File: config.mk
export PLATFORM = sky130hd
export DESIGN_NAME = bin2bcd_seq
export DESIGN_NICKNAME = d
export VERILOG_FILES = /design/src/rtl/bcd_defs.sv /design/src/rtl/bcd_nibble_adj.sv /design/src/rtl/bin2bcd_seq.sv
export SDC_FILE = /design/constraint.sdc
export NUM_CORES = 1
export LEC_CHECK = 0
export BUFFER_PORTS_ARGS = -buffer_cell sky130_fd_sc_hd__buf_2
export CAP_MARGIN = 15
export CORE_ASPECT_RATIO = 0.5
export CORE_MARGIN = 2
export CORE_UTILIZATION = 31
export CTS_CLUSTER_DIAMETER = 30
export DETAILED_ROUTE_END_ITERATION = 10
export PLACE_DENSITY_LB_ADDON = 0.08
export SKIP_CTS_REPAIR_TIMING = 1
export SYNTH_ARGS = -nofsm -noshare
export SYNTH_HDL_FRONTEND = slang
export SYNTH_SLANG_ARGS = --single-unit
export TNS_END_PERCENT = 100
File: constraint.sdc
create_clock -name clk -period 2.1 [get_ports clk]
set_clock_uncertainty 0.15 [all_clocks]
set_input_delay 0.42 -clock clk [delete_from_list [all_inputs] [get_ports clk]]
set_output_delay 0.42 -clock clk [all_outputs]
set_load 0.02 [all_outputs]
File: src/rtl/bcd_defs.sv
// Shared constants and helpers for the double-dabble binary-to-BCD converter.
package bcd_defs;

   localparam logic ST_IDLE  = 1'b0;
   localparam logic ST_SHIFT = 1'b1;

   localparam logic [3:0] BCD_ADJ_THRESH = 4'd5;
   localparam logic [3:0] BCD_ADJ_ADD    = 4'd3;
   localparam logic [3:0] BCD_NINE       = 4'h9;

   // 10^d at 64-bit width, used at elaboration time for the range limit.
   function automatic logic [63:0] pow10(input int d);
      logic [63:0] p;
      p = 64'd1;
      for (int i = 0; i < d; i++) p = p * 64'd10;
      return p;
   endfunction

endpackage

File: src/rtl/bcd_nibble_adj.sv
// Add-3 correction for one BCD nibble ahead of the next left shift.
module bcd_nibble_adj
   import bcd_defs::*;
(
   input  logic [3:0] din,
   output logic [3:0] dout
);

   assign dout = (din >= BCD_ADJ_THRESH) ? (din + BCD_ADJ_ADD) : din;

endmodule

File: src/rtl/bin2bcd_seq.sv
// Sequential shift-add-3 binary-to-BCD converter with start/busy/done handshake
// and all-nines saturation when the input exceeds DIGITS decimal digits.
module bin2bcd_seq
   import bcd_defs::*;
#(
   parameter int N      = 14,
   parameter int DIGITS = 4
) (
   input  logic                  clk,
   input  logic                  rst,
   input  logic                  start,
   input  logic [N-1:0]          bin,
   output logic                  busy,
   output logic                  done,
   output logic [4*DIGITS-1:0]   bcd,
   output logic                  overflow
);

   localparam int          BW      = 4 * DIGITS;
   localparam int          CW      = $clog2(N + 1);
   localparam logic [63:0] MAX_VAL = pow10(DIGITS) - 64'd1;

   logic          state, state_nxt;
   logic [N-1:0]  shreg;
   logic [BW-1:0] scratch;
   logic [BW-1:0] adj;
   logic [BW-1:0] shifted;
   logic [CW-1:0] count;
   logic          ovf_l;
   logic          load_en;
   logic          last_shift;

   function automatic logic [BW-1:0] sat_result(input logic ovf, input logic [BW-1:0] val);
      return ovf ? {DIGITS{BCD_NINE}} : val;
   endfunction

   for (genvar k = 0; k < DIGITS; k++) begin : g_adj
      bcd_nibble_adj u_adj (
         .din  (scratch[4*k +: 4]),
         .dout (adj[4*k +: 4])
      );
   end

   // Carry out of the top nibble is intentionally dropped by the shift.
   assign shifted = (adj << 1) | BW'(shreg[N-1]);

   always_ff @(posedge clk) begin
      if (rst) state <= ST_IDLE;
      else     state <= state_nxt;
   end

   always_comb begin
      state_nxt = state;
      case (state)
         ST_IDLE:  if (start)      state_nxt = ST_SHIFT;
         ST_SHIFT: if (last_shift) state_nxt = ST_IDLE;
         default:                  state_nxt = ST_IDLE;
      endcase
   end

   always_comb begin
      busy       = (state == ST_SHIFT);
      load_en    = (state == ST_IDLE) && start;
      last_shift = (state == ST_SHIFT) && (count == CW'(1));
   end

   always_ff @(posedge clk) begin
      if (rst) begin
         shreg    <= '0;
         scratch  <= '0;
         count    <= '0;
         ovf_l    <= 1'b0;
         bcd      <= '0;
         overflow <= 1'b0;
         done     <= 1'b0;
      end else begin
         done <= 1'b0;
         if (load_en) begin
            shreg   <= bin;
            scratch <= '0;
            count   <= CW'(N);
            ovf_l   <= (64'(bin) > MAX_VAL);
         end else if (busy) begin
            scratch <= shifted;
            shreg   <= shreg << 1;
            count   <= count - CW'(1);
            if (last_shift) begin
               bcd      <= sat_result(ovf_l, shifted);
               overflow <= ovf_l;
               done     <= 1'b1;
            end
         end
      end
   end

endmodule

Word level (Yosys, flattened, before mapping)
Index checks and enable logic that the tools add are counted.

storage, ports and cells
  register bits after elaboration = 54

operators by class
  mux-type cells = 13
  add/sub/neg operators = 5
  order comparisons = 5
  reductions and logical operators = 6
  bitwise gates (word level) = 3
  equal/unequal tests = 1

operator list
  kind                  number
  $mux 14               2
  $mux 4                5
  $ge 4x3->1 const B    4
  $mux 16               1
  $or 16x1->16          1
  $gt 14x14->1 const B  1
  $add 4x2->4 const B   3
  $eq 4x1->1 const B    1
  $sub 4x1->4 const B   1
  $add 3x2->3 const B   1
  $mux 1                3
  $mux 3                1
  $reduce_and 3->1      1
  $reduce_or 3->1       1
  $logic_and 1x1->1     2
  $not 1->1             2
  $pmux 1 s2            1
  $reduce_bool 2->1     1
  $reduce_or 2->1       1

Logic depth before layout (Yosys ltp)
Gate-level depths: netlist of run 1.

  word-level depth = 4
  mapped depth = 6
  gate-level depth less buffers = 6

By module
A second synthesis of run 1 with hierarchy kept.

unflattened totals
  cell total of the unflattened synthesis = 275
  area, all modules = 2519.9 um2

modules (own cells, without submodules)
  module          area each (um2)  times used  cells each
  bin2bcd_seq     2114.5           1           211
  bcd_nibble_adj  101.3            4           16

Worst setup path after synthesis of run 1
Ideal clock, no wire load.

  kind = flip-flop to flip-flop
  start point = reg scratch[9]
  end point = reg scratch[10]
  path slack = 488 ps
  stages on the path, launching flop included = 7
  arrival = 1387 ps
  path through = dfxtp_1 -> inv_1 -> ha_1 -> nand2b_1 -> a21oi_1 -> mux2_2 -> o22ai_1

between the ends
  cells in the longest elaborated chain, start to end = 3

ends and longest elaborated chain
  what                                              line                 text
  start: declaration                                bin2bcd_seq.sv:25    logic [BW-1:0] scratch;
  start signal: assignment                          bin2bcd_seq.sv:84    scratch <= shifted;
  $add 4x2->4 / $ge 4x3->1 (equally long branches)  bcd_nibble_adj.sv:9  assign dout = (din >= BCD_ADJ_THRESH) ? (din + BCD_ADJ_ADD) : din;
  $mux 4 *                                          bcd_nibble_adj.sv:9
  $or 16x1->16 *                                    bin2bcd_seq.sv:45    assign shifted = (adj << 1) | BW'(shreg[N-1]);

Every way passes the cells marked *; elsewhere a longest branch is shown, timed or not.
A chain may end at the register's enable or synchronous reset.

Worst setup path after layout of run 1
  start point = reg state, in the netlist busy
  end point = out busy

RTL lines
  what                      line               text
  start: declaration        bin2bcd_seq.sv:23  logic state, state_nxt;
  start signal: assignment  bin2bcd_seq.sv:49  else state <= state_nxt;
  end: declaration          bin2bcd_seq.sv:13  output logic busy,

No word-level cell between the ends.

==> metrics.cfg, run 1 <==
[clock_network]
cts_tree = built
clkTransAtPathRegs_ns = 0.07
clock_tree.root_cell = clkbuf_16
clock_path_buffers = 2
clock-sinks = 54
clock_latency_ns = 0.29
htreeDepth = 2
cts_made_buffers = 5

[critical_path]
r2r-start = scratch[5]
critPathKind = reg2out
cp-end-kind = primary output
ff2ff_path_depth = 6
rr_endpoint = scratch[6]
start_kind = flip-flop
r2r_setup_slack_ns = 0.33
crit_end = busy
cp.arrival_ns = 1.35
worstSetupStartpoint = busy
critPathMaxFanout = 51
required_ns = 1.53

[routing]
wl_um = 5410
drtIter0Drc = 66
via_per_inst = 4.70
ant_nets = 0
dr.pass1.iters = 4
num_vias = 1955
drc = 0
wl_per_cell_um = 13.0

[global_routing]
grt_pass1_vias = 1991
grt_usage_pct = 13.7
grt_max_degree = 52
grt_pass1_wl_um = 9230
gr-total-overflow = 0
antenna_found_initial = 0

[min_path]
hp-class = in2reg

[timing]
tightest_slew_ns = 0.512
slew_headroom_pct = 65.9
fin_crit_ns = 1.92
setup_viol = 0
slew_violations = 0
fin_tns_setup_ns = 0
grt_setup_unrepaired = false
fmax_mhz = 521
hold_violations = 0
fin_crit_sh_pct = 91.4

[final_layout]
final_common_cell = dfxtp_1
nFillCells = 783
final_cells = 416
seqCellArea_sq_mm = 0.00108
multi_input_area_sq_mm = 0.00122
drive_above_1_share_pct = 20.5
final_nets = 335
areaGrowthSynthToFinish_pct = 16.5
final_util_pct = 38.3
final_cell_mix = dfxtp_1, nor2_1, buf_2
antenna_cells = 0

[synth]
synth_largest_area_cell = dfxtp_1
syn_nets = 304
netlist_instances = 277
yosys_warnings = 0
synth_seq_cells = 54
synth.yosys.seq_area_share_pct = 43.6
syn_avg_cell_area_sq_um = 8.95
yosysTopAreaCellShare_pct = 43.6
synth_cell_types = 31
synthesis.area_sq_mm = 0.00248
yosys-top-cells-area = dfxtp_1, nor2_1, mux2i_1, ha_1, a21oi_1

[floorplanning]
design.core.area_sq_mm = 0.00754
die_x_um = 130
start_util_pct = 32.9
die_y_um = 67.2
die-area_sq_mm = 0.00877
num_io_pins = 36
rows = 22

[power_and_ir_drop]
total_power_mw = 2.17
p_per_area_mw_per_mm2 = 752
peakVddDrop_mv = 0.310
power.leakage_nw = 1.12

[placed_design]
numPortBuffers = 35
place_congestion = 0.774
place_inst = 409
dp_hpwl_um = 3760

[run]
max-cap-violations = 0

[outcome]
outcome = complete, no violations

==> critical path, stage by stage (launching register included) <==
cell	delay, ns
dfxtp_1	0.34
buf_4	0.45
buf_2	0.26
==> state kept, by name (all words and copies together), names as in the netlist <==
name	flops
bcd	16
shreg	14
ovf_l	1
count	4
busy	1
overflow	1
done	1
scratch	16
==> Yosys cell counts <==
| master | instances |
|---|---|
| a211oi_1 | 9 |
| a211oi_2 | 8 |
| a21o_1 | 1 |
| a21oi_1 | 24 |
| a311oi_1 | 1 |
| and2_1 | 1 |
| buf_1 | 4 |
| buf_2 | 6 |
| buf_4 | 3 |
| buf_6 | 1 |
| clkbuf_1 | 5 |
| dfxtp_1 | 54 |
| ha_1 | 10 |
| inv_1 | 20 |
| inv_2 | 1 |
| mux2_2 | 4 |
| mux2i_1 | 16 |
| nand2_1 | 10 |
| nand2b_1 | 5 |
| nand3_1 | 1 |
| nand4_1 | 1 |
| nor2_1 | 49 |
| nor2b_1 | 1 |
| nor3_1 | 5 |
| nor3b_1 | 7 |
| nor4_1 | 1 |
| nor4b_4 | 1 |
| o21ai_0 | 6 |
| o22ai_1 | 8 |
| o32ai_1 | 8 |
| xnor2_1 | 6 |
==> worst min-delay path by stage <==
stage / from / end / cells past startpoint
after detailed placement: bcd[1] / bcd[1] / 2
after floorplan: scratch[13] / scratch[13] / 2
after global placement: bcd[5] / bcd[5] / 2
after global routing: bin[0] / shreg[0] / 3
after CTS: bin[0] / shreg[0] / 3
final: bin[0] / shreg[0] / 3
==> final cells by class <==
cell class	count	area share, %
Clock inverter	1	0.260
Inverter	21	2.73
Multi-Input combinational cell	183	42.3
Timing Repair Buffer	43	8.15
Clock buffer	6	4.46
Sequential cell	54	37.4
Tap cell	108	4.68
==> cells by family after synthesis <==
family / Yosys count / share of synthesized area [%]
adder cells (fa/ha/maj): 10 / 5.05
multiplexers: 20 / 8.28
flip-flops: 54 / 43.6
AND/OR/NAND/NOR: 82 / 15.5
buffers and inverters: 40 / 7.12
AO/OA/AOI/OAI: 65 / 18.3
XOR/XNOR: 6 / 2.12
==> stage by stage <==
| step | setup slack (ns) | hold slack (ns) | instance area (sq um) |
|---|---|---|---|
| final | 0.181 | 0.281 | 2890 |
| after global routing | 0.0707 | 0.336 | 2890 |
| after CTS | 0.160 | 0.279 | 2890 |
| after detailed placement | 0.349 | 0.311 | 2750 |
| after global placement | 0.400 | 0.313 | 2750 |
| after floorplan | 0.488 | 0.305 | 2480 |
==> power by group <==
group | internal [mW] | switching (mW)
sequential | 1.07 | 0.0358
clock | 0.436 | 0.359
combinational | 0.113 | 0.158
==> metal layers <==
layer,share of wire (%),up-vias,global-route usage [%]
li1,-,1011,-
met1,49,915,16.2
met2,46,24,24.2
met3,3.9,5,4.28
met4,0.81,0,4.39
met5,0,-,0
Power figures use the tool's default switching activity.
==> run 2: changes to the inputs <==
--- a/config.mk
+++ b/config.mk
@@ -10,6 +10,7 @@
 export CORE_ASPECT_RATIO = 0.5
 export CORE_MARGIN = 2
 export CORE_UTILIZATION = 31
+export CTS_BUF_LIST = sky130_fd_sc_hd__clkbuf_16
 export CTS_CLUSTER_DIAMETER = 30
 export DETAILED_ROUTE_END_ITERATION = 10
 export PLACE_DENSITY_LB_ADDON = 0.08
==> run 2 against run 1 <==
Against the previous run: maximum frequency stayed put; sequential cell count did not move; sequential share of layout area unchanged; combinational power hardly changed; wire length unchanged; hold slack is the same; critical endpoint unchanged; die area did not move; final cell count unchanged.
==> metrics.cfg, run 2 (synthesis results as in run 1) <==
[routing]
dr.pass1.iters = 4  ; unchanged
ant_nets = 0  ; unchanged
num_vias = 1955  ; unchanged
wl_per_cell_um = 13.0  ; unchanged
via_per_inst = 4.70  ; unchanged
wl_um = 5410  ; unchanged
drc = 0  ; unchanged
drtIter0Drc = 66  ; unchanged

[global_routing]
grt_usage_pct = 13.7  ; unchanged
grt_pass1_wl_um = 9230  ; unchanged
grt_max_degree = 52  ; unchanged
gr-total-overflow = 0  ; unchanged
antenna_found_initial = 0  ; unchanged
grt_pass1_vias = 1991  ; unchanged

[clock_network]
cts_tree = built
clock-sinks = 54  ; unchanged
cts_made_buffers = 5  ; unchanged
clock_tree.root_cell = clkbuf_16
clock_latency_ns = 0.29  ; about the same
clkTransAtPathRegs_ns = 0.07  ; about the same
htreeDepth = 2  ; unchanged
clock_path_buffers = 2  ; unchanged

[placed_design]
dp_hpwl_um = 3760  ; unchanged
numPortBuffers = 35  ; unchanged
place_congestion = 0.774  ; unchanged

[timing]
hold_violations = 0  ; unchanged
fin_crit_sh_pct = 91.4  ; unchanged
grt_setup_unrepaired = false
slew_violations = 0  ; unchanged
fin_tns_setup_ns = 0  ; unchanged
setup_viol = 0  ; unchanged
slew_headroom_pct = 65.9  ; unchanged
fin_crit_ns = 1.92  ; unchanged
tightest_slew_ns = 0.512  ; unchanged
fmax_mhz = 521  ; unchanged

[final_layout]
drive_above_1_share_pct = 20.5  ; unchanged
final_common_cell = dfxtp_1
nFillCells = 783  ; unchanged
final_cell_mix = dfxtp_1, nor2_1, buf_2
antenna_cells = 0  ; unchanged
reg.largest.list = bcd: 16 flops, scratch: 16 flops, shreg: 14 flops
areaGrowthSynthToFinish_pct = 16.5  ; unchanged
final_nets = 335  ; unchanged

[floorplanning]
start_util_pct = 32.9  ; unchanged
rows = 22  ; unchanged
die-area_sq_mm = 0.00877  ; unchanged
num_io_pins = 36  ; unchanged
design.core.area_sq_mm = 0.00754  ; unchanged
die_x_um = 130  ; unchanged
die_y_um = 67.2  ; unchanged

[power_and_ir_drop]
peakVddDrop_mv = 0.310  ; unchanged
p_per_area_mw_per_mm2 = 750  ; -0.21%
total_power_mw = 2.17  ; -0.21%
power.leakage_nw = 1.12  ; +0.37%

[critical_path]
start_kind = flip-flop
required_ns = 1.53  ; about the same
cp-end-kind = primary output
critPathKind = reg2out
critPathMaxFanout = 51  ; unchanged
cp.arrival_ns = 1.35  ; about the same

[min_path]
hp-class = in2reg

[outcome]
outcome = complete, no violations

[run]
max-cap-violations = 0  ; unchanged

==> run 2: cell count changes in the layout (fill, tap and decap cells not counted), sizes merged <==
cell / before / now
inv: 21 / 22
clkbuf: 6 / 5
==> run 2: worst paths after layout <==
kind | start | end | slack, ns | cells past startpoint
hold reg to reg | bcd[1] | bcd[1] | 0.32 | 2
hold / removal | bin[0] | shreg[0] | 0.28 | 3
setup reg to reg | scratch[5] | scratch[6] | 0.33 | 6
setup / recovery | busy | busy | 0.18 | 2
==> run 2: per-layer routing <==
metal / wire (um) / track usage [%] / up-vias
li1: - / - / 1011
met1: 2670 / 16.2 / 915
met2: 2480 / 24.2 / 24
met3: 211 / 4.28 / 5
met4: 44 / 4.39 / 0
met5: 0 / 0 / -
==> run 2: power by group <==
| group | switching [mW] | internal, mW | leakage (nW) | total [mW] |
|---|---|---|---|---|
| Sequential | 0.0358 | 1.07 | 0.440 | 1.10 |
| Clock | 0.359 | 0.431 | 0.0671 | 0.790 |
| Combinational | 0.158 | 0.113 | 0.615 | 0.271 |
| Total | 0.553 | 1.61 | 1.12 | 2.17 |
==> run 2: critical path: stages (launching register included) <==
cell and delay (ns):
dfxtp_1 0.34, buf_4 0.45, buf_2 0.26
==> run 2: area by class of cell <==
type	instances	area, sq um	share of cell area, %
multi-input cells	183	1220	42.3
inverters	21	78.8	2.73
clock inverters	2	11.3	0.390
well taps	108	135	4.68
flip-flops and latches	54	1080	37.4
clock buffers	5	125	4.33
repair buffers	43	235	8.15
==> run 2: stage by stage <==
step	util (%)	hold slack (ns)	cells	area (sq um)	setup WS, ns
after floorplan	-	0.305	277	2480	0.488
after global placement	36.5	0.313	409	2750	0.400
after detailed placement	36.5	0.311	409	2750	0.349
after CTS	38.3	0.279	416	2890	0.160
after global routing	38.3	0.336	416	2890	0.0707
final	38.3	0.281	416	2890	0.181
